## src/rtl/av_uart_slave.sv

```systemverilog
// Avalon-MM slave UART: TX FIFO feeding an 8N1 transmitter.
// Define AV_UART_SLAVE_RX_EN to include the receiver path.
module av_uart_slave #(
    parameter int CLKS_PER_BIT = 434,
    parameter int FIFO_DEPTH   = 8
) (
    input  logic        clk,
    input  logic        reset_n,
    input  logic        av_address,
    input  logic        av_write,
    input  logic        av_read,
    input  logic [15:0] av_writedata,
    output logic [15:0] av_readdata,
    output logic        av_waitrequest,
    output logic        txd,
    input  logic        rxd
);
    localparam int AW    = $clog2(FIFO_DEPTH);
    localparam int CNT_W = AW + 1;
    localparam int CW    = $clog2(CLKS_PER_BIT + 1);
    localparam logic [CW-1:0]    BIT_LAST      = CW'(CLKS_PER_BIT - 1);
    localparam logic [CNT_W-1:0] FIFO_FULL_CNT = CNT_W'(FIFO_DEPTH);

    typedef enum logic [1:0] {TX_IDLE, TX_START, TX_DATA, TX_STOP} tx_state_t;

    logic [7:0]       fifo_mem [FIFO_DEPTH];
    logic [AW-1:0]    wr_ptr_reg, rd_ptr_reg;
    logic [CNT_W-1:0] count_reg;
    logic             fifo_empty, fifo_full, push, pop, flush;
    logic [7:0]       fifo_head;

    tx_state_t        tx_state_reg, tx_state_next;
    logic [CW-1:0]    tx_cnt_reg, tx_cnt_next;
    logic [2:0]       tx_idx_reg, tx_idx_next;
    logic [7:0]       tx_shift_reg, tx_shift_next;
    logic             txd_reg, txd_next, tx_bit_done, tx_busy;

    logic             rx_overrun;
    logic [15:0]      rx_word;
    logic [6:0]       count_ext;

    assign fifo_empty     = (count_reg == '0);
    assign fifo_full      = (count_reg == FIFO_FULL_CNT);
    assign av_waitrequest = av_write & ~av_address & fifo_full;
    assign push           = av_write & ~av_address & ~fifo_full;
    assign flush          = av_write & av_address & av_writedata[0];
    assign fifo_head      = fifo_mem[rd_ptr_reg];

    always_ff @(posedge clk) begin
        if (push)
            fifo_mem[wr_ptr_reg] <= av_writedata[7:0];
    end

    // A flush re-anchors the read pointer; a same-cycle push survives it.
    always_ff @(posedge clk or negedge reset_n) begin
        if (!reset_n) begin
            wr_ptr_reg <= '0;
            rd_ptr_reg <= '0;
            count_reg  <= '0;
        end else if (flush) begin
            rd_ptr_reg <= wr_ptr_reg;
            wr_ptr_reg <= wr_ptr_reg + AW'(push);
            count_reg  <= CNT_W'(push);
        end else begin
            if (push)
                wr_ptr_reg <= wr_ptr_reg + AW'(1);
            if (pop)
                rd_ptr_reg <= rd_ptr_reg + AW'(1);
            count_reg <= count_reg + CNT_W'(push) - CNT_W'(pop);
        end
    end

    always_ff @(posedge clk or negedge reset_n) begin
        if (!reset_n) begin
            tx_state_reg <= TX_IDLE;
            tx_cnt_reg   <= '0;
            tx_idx_reg   <= '0;
            tx_shift_reg <= '0;
            txd_reg      <= 1'b1;
        end else begin
            tx_state_reg <= tx_state_next;
            tx_cnt_reg   <= tx_cnt_next;
            tx_idx_reg   <= tx_idx_next;
            tx_shift_reg <= tx_shift_next;
            txd_reg      <= txd_next;
        end
    end

    assign tx_bit_done = (tx_cnt_reg == BIT_LAST);

    always_comb begin
        tx_state_next = tx_state_reg;
        tx_cnt_next   = tx_bit_done ? '0 : tx_cnt_reg + CW'(1);
        tx_idx_next   = tx_idx_reg;
        tx_shift_next = tx_shift_reg;
        txd_next      = txd_reg;
        pop           = 1'b0;
        case (tx_state_reg)
            TX_IDLE: begin
                tx_cnt_next = '0;
                if (!fifo_empty) begin
                    pop           = 1'b1;
                    tx_shift_next = fifo_head;
                    txd_next      = 1'b0;
                    tx_state_next = TX_START;
                end
            end
            TX_START: begin
                if (tx_bit_done) begin
                    tx_state_next = TX_DATA;
                    tx_idx_next   = '0;
                    txd_next      = tx_shift_reg[0];
                end
            end
            TX_DATA: begin
                if (tx_bit_done) begin
                    if (tx_idx_reg == 3'd7) begin
                        tx_state_next = TX_STOP;
                        txd_next      = 1'b1;
                    end else begin
                        tx_idx_next   = tx_idx_reg + 3'd1;
                        tx_shift_next = {1'b0, tx_shift_reg[7:1]};
                        txd_next      = tx_shift_reg[1];
                    end
                end
            end
            TX_STOP: begin
                // Chain straight into the next start bit when more data is queued.
                if (tx_bit_done) begin
                    if (!fifo_empty) begin
                        pop           = 1'b1;
                        tx_shift_next = fifo_head;
                        txd_next      = 1'b0;
                        tx_state_next = TX_START;
                    end else begin
                        tx_state_next = TX_IDLE;
                    end
                end
            end
            default: tx_state_next = TX_IDLE;
        endcase
    end

    assign txd     = txd_reg;
    assign tx_busy = (tx_state_reg != TX_IDLE);

`ifdef AV_UART_SLAVE_RX_EN
    typedef enum logic [1:0] {RX_IDLE, RX_START, RX_DATA, RX_STOP} rx_state_t;
    localparam logic [CW-1:0] HALF_LAST = CW'(CLKS_PER_BIT / 2 - 1);

    logic          rxd_meta_reg, rxd_sync_reg, rxd_prev_reg;
    rx_state_t     rx_state_reg, rx_state_next;
    logic [CW-1:0] rx_cnt_reg, rx_cnt_next;
    logic [2:0]    rx_idx_reg, rx_idx_next;
    logic [7:0]    rx_shift_reg, rx_shift_next;
    logic [7:0]    rx_data_reg;
    logic          rx_valid_reg, rx_overrun_reg, rx_done, rx_rd_clr, rx_ovr_clr;
    logic          unused_sig;

    assign rx_rd_clr  = av_read & ~av_address;
    assign rx_ovr_clr = av_write & av_address & av_writedata[1];
    assign unused_sig = ^av_writedata[15:8];

    always_ff @(posedge clk or negedge reset_n) begin
        if (!reset_n) begin
            rxd_meta_reg   <= 1'b1;
            rxd_sync_reg   <= 1'b1;
            rxd_prev_reg   <= 1'b1;
            rx_state_reg   <= RX_IDLE;
            rx_cnt_reg     <= '0;
            rx_idx_reg     <= '0;
            rx_shift_reg   <= '0;
            rx_data_reg    <= '0;
            rx_valid_reg   <= 1'b0;
            rx_overrun_reg <= 1'b0;
        end else begin
            rxd_meta_reg <= rxd;
            rxd_sync_reg <= rxd_meta_reg;
            rxd_prev_reg <= rxd_sync_reg;
            rx_state_reg <= rx_state_next;
            rx_cnt_reg   <= rx_cnt_next;
            rx_idx_reg   <= rx_idx_next;
            rx_shift_reg <= rx_shift_next;
            if (rx_done) begin
                rx_data_reg  <= rx_shift_reg;
                rx_valid_reg <= 1'b1;
            end else if (rx_rd_clr) begin
                rx_valid_reg <= 1'b0;
            end
            // A byte still unread when a new one lands is an overrun.
            if (rx_done && rx_valid_reg && !rx_rd_clr)
                rx_overrun_reg <= 1'b1;
            else if (rx_ovr_clr)
                rx_overrun_reg <= 1'b0;
        end
    end

    always_comb begin
        rx_state_next = rx_state_reg;
        rx_cnt_next   = rx_cnt_reg + CW'(1);
        rx_idx_next   = rx_idx_reg;
        rx_shift_next = rx_shift_reg;
        rx_done       = 1'b0;
        case (rx_state_reg)
            RX_IDLE: begin
                rx_cnt_next = '0;
                if (rxd_prev_reg && !rxd_sync_reg)
                    rx_state_next = RX_START;
            end
            RX_START: begin
                if (rx_cnt_reg == HALF_LAST) begin
                    rx_cnt_next   = '0;
                    rx_idx_next   = '0;
                    rx_state_next = rxd_sync_reg ? RX_IDLE : RX_DATA;
                end
            end
            RX_DATA: begin
                if (rx_cnt_reg == BIT_LAST) begin
                    rx_cnt_next   = '0;
                    rx_shift_next = {rxd_sync_reg, rx_shift_reg[7:1]};
                    if (rx_idx_reg == 3'd7)
                        rx_state_next = RX_STOP;
                    else
                        rx_idx_next = rx_idx_reg + 3'd1;
                end
            end
            RX_STOP: begin
                if (rx_cnt_reg == BIT_LAST) begin
                    rx_cnt_next   = '0;
                    rx_done       = rxd_sync_reg;
                    rx_state_next = RX_IDLE;
                end
            end
            default: rx_state_next = RX_IDLE;
        endcase
    end

    assign rx_overrun = rx_overrun_reg;
    assign rx_word    = {rx_valid_reg, 7'b0, rx_data_reg};
`else
    logic unused_sig;
    assign unused_sig = ^{av_writedata[15:8], av_writedata[1], av_read, rxd};
    assign rx_overrun = 1'b0;
    assign rx_word    = '0;
`endif

    assign count_ext   = 7'(count_reg);
    assign av_readdata = av_address
        ? {1'b0, count_ext, 4'b0, rx_overrun, tx_busy, fifo_full, fifo_empty}
        : rx_word;

endmodule

```

## config.mk

```make
export PLATFORM = sky130hd
export DESIGN_NAME = av_uart_slave
export DESIGN_NICKNAME = d
export VERILOG_FILES = /design/src/rtl/av_uart_slave.sv
export SDC_FILE = /design/constraint.sdc
export NUM_CORES = 1
export LEC_CHECK = 0
export ABC_CLOCK_PERIOD_IN_PS = 7000
export CAP_MARGIN = 10
export CORE_UTILIZATION = 60
export DETAILED_ROUTE_END_ITERATION = 16
export PLACE_DENSITY = 0.83
export SYNTH_ARGS = -nofsm -noshare
export SYNTH_HDL_FRONTEND = slang
export SYNTH_SLANG_ARGS = --single-unit
```

## constraint.sdc

```tcl
create_clock -name clk -period 7 [get_ports clk]
set_clock_uncertainty 0.2 [all_clocks]
set_input_delay 0.7 -clock clk [delete_from_list [all_inputs] [get_ports clk]]
set_output_delay 0.7 -clock clk [all_outputs]
set_load 0.01 [all_outputs]
```

# Word-level counts from Yosys, hierarchy flattened
# Memories as Yosys holds them, arrays and structs flattened.
# Index checks and enable logic that the tools add are counted.
[op_classes] order_cmp=0 n_mul=0 reduce_logical=11 bitwise=7 eq_ne=12 n_shift=0 n_div=0 add_sub_neg=7 n_mux=35
[ops] operator="$mux 8" count=4
[ops] operator="$pmux 8 s3" count=1
[ops] operator="$mux 3" count=7
[ops] operator="$mux 9" count=2
[ops] operator="$mux 12" count=1
[ops] operator="$ne 2x2->1 const B" count=6
[ops] operator="$mux 1" count=10
[ops] operator="$mux 2" count=5
[ops] operator="$add 3x1->3 const B" count=3
[ops] operator="$add 9x1->9 const B" count=1
[ops] operator="$eq 9x9->1 const B" count=1
[ops] operator="$pmux 2 s4" count=1
[ops] operator="$reduce_and 4->1" count=2
[ops] operator="$reduce_bool 2->1" count=4
[ops] operator="$pmux 3 s2" count=1
[ops] operator="$and 1x1->1" count=5
[ops] operator="$reduce_and 5->1" count=1
[ops] operator="$add 4x1->4" count=1
[ops] operator="$eq 2x2->1 const B" count=2
[ops] operator="$eq 4x4->1 const B" count=1
[ops] operator="$logic_not 4->1" count=1
[ops] operator="$mux 4" count=1
[ops] operator="$pmux 1 s4" count=1
[ops] operator="$sub 4x1->4" count=1
[ops] operator="other kinds (8)" count=9
[totals] ramBits=64 register_bits=33 latch_bits=0 output_inout_bits=18 rom_bits=0 n_memories=1
[mem_list] memory="fifo_mem" depth=8 word_bits=8 rd=1 rd_clocked_by_memory_dff=0 wr=1 line="26" source="logic [7:0] fifo_mem [FIFO_DEPTH];"

# Logic depth before layout (Yosys ltp)
[logic_depth] ltp_word=6 depth_mapped=12

# Least setup slack after synthesis
# No wires, ideal clock.
[synth_timing] path_type="reg-to-reg" start="reg tx_cnt_reg[0]" end="reg count_reg[2]" setup_slack_ns=4.363 required_ns=6.681 n_path_buf=0 setup_ns=0.119 path_stages_with_launch=11 t_arrival_ns=2.318 cell_sequence="dfrtp_1 ha_1 and4_1 a31oi_2 nor3_4 ha_1 inv_1 ha_1 fa_1 xor2_1 and2_1"
[synth_between] elab_chain_len=5
[synth_rtl] item="start: declaration" line="33" source="logic [CW-1:0] tx_cnt_reg, tx_cnt_next;"
[synth_rtl] item="start signal: assignment" line="82" source="tx_cnt_reg <= tx_cnt_next;"
[synth_rtl] item="$eq 9x9->1" line="89" source="assign tx_bit_done = (tx_cnt_reg == BIT_LAST);"
[synth_rtl] item="$mux 1" line="129" source="if (tx_bit_done) begin"
[synth_rtl] item="$pmux 1 s2" line="98" source="case (tx_state_reg)"
[synth_rtl] item="$sub 4x1->4" line="69" source="count_reg <= count_reg + CNT_W'(push) - CNT_W'(pop);"
[synth_rtl] item="$mux 4" line="60" source="end else if (flush) begin"
[synth_rtl] item="end signal: assignment" line="63" source="count_reg <= CNT_W'(push);"
[synth_rtl] item="end signal: assignment" line="69"
[synth_rtl] item="end: declaration" line="28" source="logic [CNT_W-1:0] count_reg;"
# Every way passes these cells.
# A chain may end at the register's enable or synchronous reset.

# Worst setup path in the final report
[layout_timing] start="reg count_reg[2]" end="out av_waitrequest"
[layout_between] elab_chain_len=2
[layout_rtl] item="$eq 4x4->1" line="43" source="assign fifo_full = (count_reg == FIFO_FULL_CNT);"
[layout_rtl] item="$and 1x1->1" line="44" source="assign av_waitrequest = av_write & ~av_address & fifo_full;"
[layout_rtl] item="end: declaration" line="14" source="output logic av_waitrequest,"
# Every way passes these cells.

==> results by group <==
Layout
  • Layout cells sized above 1: between 15 and 20%
  • P&R area growth vs syn: 10.2%
  • Non-Filler Instances: ~430
  • Max reg flops: 64
  • Nets: roughly 360
  • Core Util, Final: 68.2%
  • Design Area, Final: a little under 0.005 mm2
  • Number of diodes: 0

Synthesis
  • Mapped Avg Cell Area: 14.9 um2
  • Post-synth EDFFs: 64
  • Synth Cell Area: between 0.004 and 0.005 mm2
  • Top_reg_cell synth: edfxtp_1
  • Ys Warns: 0
  • Count of different cell masters after synthesis: 52
  • Syn Inst Count: around 300
  • Sequential fraction of the synthesis area: between 60% and 70%
  • Asr flop ratio synth: between 30% and 40%
  • Synth Register Bits: 97

Timing
  • Slew Viols, Final: 0
  • Part of the cycle the worst path needs: between 40 and 50%
  • Total negative slack: 0 ns
  • Worst setup margin: about 3.9 ns
  • RSZ-0062 raised after global routing: no
  • Hold Vio Cnt, Final: 0
  • Fmax: roughly 320 MHz
  • Min Hold Slack: ~0.30 ns
  • Worst-margin pin slew: between 1 and 1.5 ns
  • Final setup viols: 0
  • Rel. slew slack: between 30% and 40%
  • Min Tclk post-route: around 3.1 ns

Floorplan
  • Die Span Y: around 90 um
  • Core area: about 0.007 mm2
  • Die Wd: between 80 and 90 um
  • Total die area: around 0.0078 mm2
  • Initial core utilization: between 60% and 70%
  • Row count: 31
  • Io pins: 40

Global route
  • GRT Overall Usage: a little over a fifth
  • Largest net degree at the start of global routing: 34
  • Met3 Resource Use GR: 3.45%
  • Grt met2 use: between 30% and 40%
  • First-pass GRT wire length: about 12000 um
  • Met1 GRT Util: between 20% and 30%
  • GRT overflow: 0
  • Initial antenna violation count: 0
  • Global route hottest layer: met2
  • Vias in the first global route: around 2400

Drt
  • DRC violations left: 0
  • Initial DRC count: approximately 120
  • Vias per cell: around 5.7
  • Drt total wl: 7440 um
  • Final antenna-violating net count: 0
  • 1st-pass router iterations: 4
  • Via Count: between 2000 and 2500
  • Routed len/inst: between 15 and 20 um

Clock network
  • Worst-skew pair later-pin latency: around 0.36 ns
  • Post-CTS Resized: 0
  • Max Root-Sink Buffers: 2
  • CTS Buf Count: 9
  • Clock tree from TritonCTS: built
  • Clk slew on worst S/H paths: about 0.10 ns
  • CTS hold repair buffers: 0
  • CTS root buf: clkbuf_8
  • Postcts setup bufs: 0
  • Clock Sinks: 97
  • # H-tree levels: 3

Pwr
  • P_leak: ~1.9 nW
  • PwrDens: between 300 and 400 mW/mm2
  • VDD IR max: about 0.00023 V
  • Total power: 1.93 mW

Run status
  • Status: finished, final reports clean

Place
  • Pre-CTS WS: between 3 and 4 ns
  • Placed cell areas: ~0.0047 mm2
  • Buffers on Ports: 20
  • Final GP Congestion: 0.746
  • Dpl cells: 411
  • Post-detail-place hpwl: about 5000 um

Worst setup path
  • Worst-path fanout max: 3
  • CP startpoint kind: flip-flop
  • Worst path slowest cell: clkdlybuf4s50_1
  • Kind of end point of the critical path: output pin
  • Crit path kind: flip-flop to output pin
  • Arrival time of the worst setup path: approximately 2.2 ns
  • Required @ worst endpoint: about 6 ns
  • CP peak stage delay: approximately 0.56 ns
  • Crit path cell chain: inv_1 -> ha_1 -> or3b_2 -> nor3b_1 -> clkdlybuf4s50_1

Flow run
  • Max-Cap Viols: 0

Worst hold path
  • Min-delay worst type: flip-flop to flip-flop
## critical path: cells and delay by family (launching register included)
family,cells,cell delay [ns]
and+or+nand+nor,2,0.67
DFF,1,0.38
buffers and inverters,2,0.66
adders and majority gates,1,0.17
## Yosys cell counts (2+ instances only)
library cell	number	area, um2
nand2b_1	3	18.8
a22o_1	2	17.5
inv_1	9	33.8
buf_4	9	67.6
and4_1	2	17.5
clkbuf_1	2	7.51
mux2_2	9	101
o21ai_1	8	40.0
nor2_1	22	82.6
nand2_1	19	71.3
mux2i_1	10	100
xnor2_1	7	61.3
buf_2	5	25.0
xor2_1	5	43.8
ha_1	17	213
dfrtp_1	32	801
nor3_1	4	20.0
a21oi_1	7	35.0
nand3_1	3	15.0
edfxtp_1	64	1920
nor2b_1	2	12.5
mux4_2	16	360
and2_1	10	62.6
o21ai_0	2	10.0
and3_1	3	18.8
## layout by cell type, fill, tap and decap left out, types with 2 or more instances in the layout
master	synthesis	final
clkbuf_8	0	9
ha_1	17	17
and3_1	3	3
o21ai_1	8	8
nand2b_1	3	3
and4_1	2	2
buf_4	9	4
clkdlybuf4s50_1	0	20
inv_6	0	3
a22o_1	2	2
conb_1	1	9
and2_1	10	10
xnor2_1	7	7
nand3_1	3	3
nor2b_1	2	2
nor2_1	22	22
nor3_1	4	4
mux4_2	16	16
dfrtp_1	32	32
o21ai_0	2	2
a21oi_1	7	7
xor2_1	5	5
nand2_1	19	19
edfxtp_1	64	64
inv_1	9	9
mux2i_1	10	10
mux2_2	9	9
## layout make-up
| cell class | count | area (um2) |
|---|---|---|
| Sequential cell | 97 | 2750 |
| Fill cell | 504 | 2290 |
| Multi-Input combinational cell | 182 | 1580 |
| Timing Repair Buffer | 24 | 230 |
| Clock buffer | 9 | 124 |
| Tap cell | 99 | 124 |
| Clock inverter | 7 | 83.8 |
| Inverter | 9 | 33.8 |
## power breakdown
group | switching, mW | leakage (nW) | total, mW | internal [mW]
registers | 0.119 | 0.991 | 0.840 | 0.722
logic | 0.350 | 0.762 | 0.714 | 0.363
clock network | 0.207 | 0.103 | 0.379 | 0.172
total | 0.676 | 1.86 | 1.93 | 1.26
## metal layers
layer  wire, um  part of all wire (%)
met1       3360                    45
met2       3790                    51
met3        173                   2.3
met4        112                   1.5
met5          0                     0
## logic make-up after synthesis
group           synth area share [%]
fa+ha+maj                       5.21
mux                             12.8
simple gates                    9.33
other cells                   0.0840
compound gates                  4.82
buf+inv                         3.78
xor+xnor                        2.35
flops                           61.6
## path summary, 6_finish.rpt
kind	start	to	slack, ns	cells past startpoint
max	count_reg[2]$_DFF_PN0_	av_waitrequest	3.86	5
min	tx_shift_reg[3]$_DFFE_PN0P_	tx_shift_reg[3]$_DFFE_PN0P_	0.30	2
max reg2reg	count_reg[2]$_DFF_PN0_	fifo_mem[0][0]$_DFFE_PP_	4.15	7
min reg2reg	tx_shift_reg[3]$_DFFE_PN0P_	tx_shift_reg[3]$_DFFE_PN0P_	0.30	2
max in group asynchronous	reset_n	txd$_DFFE_PN1P_	5.72	2
min in group asynchronous	reset_n	tx_cnt_reg[7]$_DFF_PN0_	0.54	2
Power figures use the tool's default switching activity.
